## config.mk

```make
export PLATFORM = sky130hd
export DESIGN_NAME = id_ex_stage
export DESIGN_NICKNAME = d
export VERILOG_FILES = /design/src/rtl/id_ex_stage.sv
export SDC_FILE = /design/constraint.sdc
export NUM_CORES = 1
export LEC_CHECK = 0
export BUFFER_PORTS_ARGS = -buffer_cell sky130_fd_sc_hd__buf_2
export CAP_MARGIN = 20
export CORE_AREA = 2 2 117 119
export DETAILED_ROUTE_END_ITERATION = 8
export DIE_AREA = 0 0 119 121
export PLACE_DENSITY = 0.72
export SLEW_MARGIN = 5
export SYNTH_ARGS = -nofsm -noshare
export SYNTH_HDL_FRONTEND = slang
export SYNTH_SLANG_ARGS = --single-unit
export TNS_END_PERCENT = 10
```

## constraint.sdc

```tcl
create_clock -name clk -period 3.85 [get_ports clk]
set_clock_uncertainty 0.05 [all_clocks]
set_input_delay 0.77 -clock clk [delete_from_list [all_inputs] [get_ports clk]]
set_output_delay 0.77 -clock clk [all_outputs]
set_load 0.01 [all_outputs]
```

## src/rtl/id_ex_stage.sv

```systemverilog
// ID/EX pipeline register: single-entry skid-free stage with operand forwarding and load-use stall.
// Optional macro ID_EX_FORWARDING_EN enables forwarding; otherwise any RAW dependency stalls.
module id_ex_stage (
   input  logic        clk,
   input  logic        rst_n,
   input  logic        in_valid,
   output logic        in_ready,
   input  logic [4:0]  in_rs1_addr,
   input  logic [4:0]  in_rs2_addr,
   input  logic [31:0] in_rs1_data,
   input  logic [31:0] in_rs2_data,
   input  logic [31:0] in_imm,
   input  logic        in_use_imm,
   input  logic [3:0]  in_alu_control,
   input  logic [4:0]  in_rd,
   input  logic        in_reg_write,
   input  logic        in_mem_read,
   input  logic        in_mem_write,
   input  logic        flush,
   input  logic [31:0] fwd_ex_result,
   input  logic [4:0]  fwd_mem_rd,
   input  logic        fwd_mem_reg_write,
   input  logic [31:0] fwd_mem_result,
   output logic        out_valid,
   input  logic        out_ready,
   output logic [31:0] alu_a,
   output logic [31:0] alu_b,
   output logic [3:0]  alu_control,
   output logic [31:0] out_store_data,
   output logic [4:0]  out_rd,
   output logic        out_reg_write,
   output logic        out_mem_read,
   output logic        out_mem_write
);

   logic        hazard;
   logic        accept;
   logic        rs2_used;
   logic [31:0] rs1_val;
   logic [31:0] rs2_val;

   // rs2 is only a true source when it feeds the ALU or supplies store data
   assign rs2_used = !in_use_imm || in_mem_write;

`ifdef ID_EX_FORWARDING_EN
   logic ex_hit_rs1, ex_hit_rs2, mem_hit_rs1, mem_hit_rs2;
   logic ex_can_fwd;

   // A held load has no result yet, so it is never an execute-stage forwarding source
   assign ex_can_fwd  = out_valid && out_reg_write && !out_mem_read;
   assign ex_hit_rs1  = ex_can_fwd && (in_rs1_addr != 5'd0) && (out_rd == in_rs1_addr);
   assign ex_hit_rs2  = ex_can_fwd && (in_rs2_addr != 5'd0) && (out_rd == in_rs2_addr);
   assign mem_hit_rs1 = fwd_mem_reg_write && (in_rs1_addr != 5'd0) && (fwd_mem_rd == in_rs1_addr);
   assign mem_hit_rs2 = fwd_mem_reg_write && (in_rs2_addr != 5'd0) && (fwd_mem_rd == in_rs2_addr);

   always_comb begin
      rs1_val = in_rs1_data;
      rs2_val = in_rs2_data;
      if (ex_hit_rs1)       rs1_val = fwd_ex_result;
      else if (mem_hit_rs1) rs1_val = fwd_mem_result;
      if (ex_hit_rs2)       rs2_val = fwd_ex_result;
      else if (mem_hit_rs2) rs2_val = fwd_mem_result;
   end

   assign hazard = in_valid && out_valid && out_mem_read && (out_rd != 5'd0) &&
                   ((out_rd == in_rs1_addr) || ((out_rd == in_rs2_addr) && rs2_used));
`else
   logic ex_raw, mem_raw;
   logic unused_fwd_data;

   assign unused_fwd_data = ^{fwd_ex_result, fwd_mem_result};
   assign rs1_val = in_rs1_data;
   assign rs2_val = in_rs2_data;

   // Without forwarding, any pending writer of a source register blocks issue
   assign ex_raw  = out_valid && out_reg_write && (out_rd != 5'd0) &&
                    ((out_rd == in_rs1_addr) || ((out_rd == in_rs2_addr) && rs2_used));
   assign mem_raw = fwd_mem_reg_write && (fwd_mem_rd != 5'd0) &&
                    ((fwd_mem_rd == in_rs1_addr) || ((fwd_mem_rd == in_rs2_addr) && rs2_used));
   assign hazard  = in_valid && (ex_raw || mem_raw);
`endif

   assign in_ready = !rst_n || flush || ((!out_valid || out_ready) && !hazard);
   assign accept   = in_valid && in_ready;

   // Flush beats accept; a drained entry leaves only out_valid cleared
   always_ff @(posedge clk) begin
      if (!rst_n) begin
         out_valid      <= 1'b0;
         alu_a          <= 32'd0;
         alu_b          <= 32'd0;
         out_store_data <= 32'd0;
         alu_control    <= 4'd0;
         out_rd         <= 5'd0;
         out_reg_write  <= 1'b0;
         out_mem_read   <= 1'b0;
         out_mem_write  <= 1'b0;
      end else if (flush) begin
         out_valid <= 1'b0;
      end else if (accept) begin
         out_valid      <= 1'b1;
         alu_a          <= rs1_val;
         alu_b          <= in_use_imm ? in_imm : rs2_val;
         out_store_data <= rs2_val;
         alu_control    <= in_alu_control;
         out_rd         <= in_rd;
         out_reg_write  <= in_reg_write;
         out_mem_read   <= in_mem_read;
         out_mem_write  <= in_mem_write;
      end else if (out_valid && out_ready) begin
         out_valid <= 1'b0;
      end
   end

endmodule

```

==> impl_metrics.ini <==
[run_status]
outcome = finished, final reports clean

[sta]
hold_slack_ps = 404
setup-tns-final_ps = 0
worst_pin_slew_ps = 738
rsz0062_at_grt = false
slew_headroom_pct = 50.8
layout_setup_ws_ps = 692
maxSlewViolCount = 0
post-route-period-util_pct = 82.0
max_freq_ghz = 0.317
setup_viol = 0
hold_violations = 0
fin_crit_ps = 3160

[hold_path]
hold_path.class = reg -> reg
min_from = out_mem_write
min_to = out_mem_write
hold_depth = 2

[floorplanning]
row_count = 42
dieArea_mm2 = 0.0144
die_w_um = 119
die_h_um = 121
placeableCoreArea_mm2 = 0.0131
start_util_pct = 37.2
ios = 304

[finish]
layout_commonest_cell = buf_2
instances_no_fill = 913
fin_nets = 925
areaGrowthSynthToFinish_pct = 32.8
drive_above_1_share_pct = 35.8
final_util_pct = 49.4
fin_area_mm2 = 0.00646
mostFrequentLayoutCells = buf_2 (238), nand2_1 (152), dfxtp_1 (109), mux2i_1 (108)

[placed_design]
place_congestion = 0.808
dpl.cell_count = 896
place_area_mm2 = 0.00614
portBuffers = 239
hpwl_mm = 9.32
place_ws_ps = 710

[power_and_ir_drop]
p_comb_share_pct = 16.2
total_power_mw = 2.65
seq_power_share_pct = 46.6
p_leak_nw = 3.46
peakVddDrop_mv = 0.168
clockPowerShare_pct = 37.2
p_per_area_mw_per_mm2 = 410
switching_share_pct = 25.3
p_sw_mw = 0.670
intPower_mw = 1.98

[synth]
synth_area_mm2 = 0.00487
syn-num-nets = 713
yosysSeqAreaShare_pct = 44.8
synthCells = 519
ys_ff_latch = 109
avgSynthCellArea_um2 = 9.38
synth_cell_type_count = 27
ys_warn_count = 0

[setup_path]
r2r_cells = 6
crit-reg2reg-launch = out_rd[0]
critical_path_class = in -> out
r2r_slack_ps = 1270
start_kind = primary input
critPathMaxFanout = 2
arrival_ps = 2340
cp.required_ps = 3030
worstSetupEndpointType = output pin
r2r_end = out_store_data[12]

[grt]
grt_pass1_wl_mm = 20.3
overflow = 0
grt_max_degree = 186
antenna_found_initial = 3
grt_pass1_vias = 4020
track_usage_pct = 17.7

[clocking]
clockRootBuffer = clkbuf_16
cts-buffers-inserted = 9
htreeDepth = 3
ctsHoldBuffers = 0
clockBufferDepth = 2
cts_setup_buffers = 0
ctsResizeCount = 0
cts_sinks = 109
clock_latency_ps = 340
clk_pin_slew_worst_paths_ps = 60
cts_tree = done

[detailed_routing]
viasPerCell = 4.75
routed_wirelength_mm = 13.2
wl_per_cell_um = 14.4
ant_nets = 0
first_pass_iters = 4
via_count = 4338
drcViolationCount = 0
drt_iter0_drc = 213

[flow_run]
drv_cap = 0
layout make-up:
cell class / instances / area (um2)
clock buffers: 11 / 243
fillers: 1278 / 6620
repair buffers: 245 / 1280
flip-flops and latches: 109 / 2180
clock inverters: 4 / 72.6
well taps: 176 / 220
multi-input cells: 366 / 2460
diodes: 2 / 5.00
worst max-delay path: stages:
cell and delay [ps]:
buf_2 120, xor2_1 160, nor4_1 270, a32oi_1 170, o22ai_1 180, a21oi_1 80, or3b_2 440, buf_2 160
power by group through the flow:
stage | sequential, mW | clock (mW) | combinational, mW
3_5_place_dp | 1.26 | 0 | 0.432
2_1_floorplan | 1.29 | 0 | 0.214
6_report | 1.23 | 0.985 | 0.429
4_1_cts | 1.23 | 1.01 | 0.433
3_3_place_gp | 1.26 | 0 | 0.427
5_1_grt | 1.24 | 1.05 | 0.469
kinds of logic after synthesis:
group,after synthesis,synth area share [%]
simple gates,199,16.9
flops,109,44.8
mux,108,22.2
buf+inv,44,4.71
compound gates,39,7.77
xor+xnor,20,3.60
metal layers:
layer	GRT usage, %	vias to the layer above	wire length [um]
met3	4.23	12	903
met5	0	-	13
met1	24.6	1978	6470
li1	-	2193	-
met4	6.70	2	160
met2	26.7	153	5620
state kept, by name (all words and copies together) (netlist names):
| signal | flops |
|---|---|
| out_mem_write | 1 |
| out_reg_write | 1 |
| alu_b | 32 |
| alu_a | 32 |
| out_rd | 5 |
| alu_control | 4 |
| out_store_data | 32 |
| out_valid | 1 |
| out_mem_read | 1 |
cells in the mapped netlist:
library cell | n | area share [%]
nand3_1 | 32 | 3.3
nor4_1 | 2 | 0.26
buf_8 | 2 | 0.62
o221a_1 | 1 | 0.23
nor2_1 | 4 | 0.31
and2_4 | 1 | 0.18
xnor2_1 | 2 | 0.36
clkbuf_1 | 31 | 2.4
or3b_2 | 1 | 0.18
nand2_1 | 152 | 12
buf_2 | 3 | 0.31
o22ai_1 | 1 | 0.13
nor3b_1 | 1 | 0.15
xor2_1 | 18 | 3.2
a21oi_1 | 1 | 0.10
nand2b_1 | 1 | 0.13
nor3_1 | 2 | 0.21
o211ai_2 | 1 | 0.26
o211a_1 | 32 | 6.6
nor2b_1 | 1 | 0.13
buf_6 | 2 | 0.46
or4_1 | 2 | 0.31
mux2i_1 | 108 | 22
dfxtp_1 | 109 | 45
a32oi_1 | 2 | 0.36
buf_4 | 6 | 0.93
o21ai_1 | 1 | 0.10
worst max-delay path by stage:
stage / startpoint / end / slack (ps) / cells after the start
global placement: in_rs2_addr[4] / in_ready / 720 / 8
CTS: in_rs2_addr[3] / in_ready / 700 / 8
detailed placement: in_rs2_addr[3] / in_ready / 710 / 8
floorplan: in_rs2_addr[3] / in_ready / 1040 / 6
finish: in_rs2_addr[3] / in_ready / 690 / 8
global route: in_rs2_addr[4] / in_ready / 620 / 8
(Power assumes the default switching activity.)
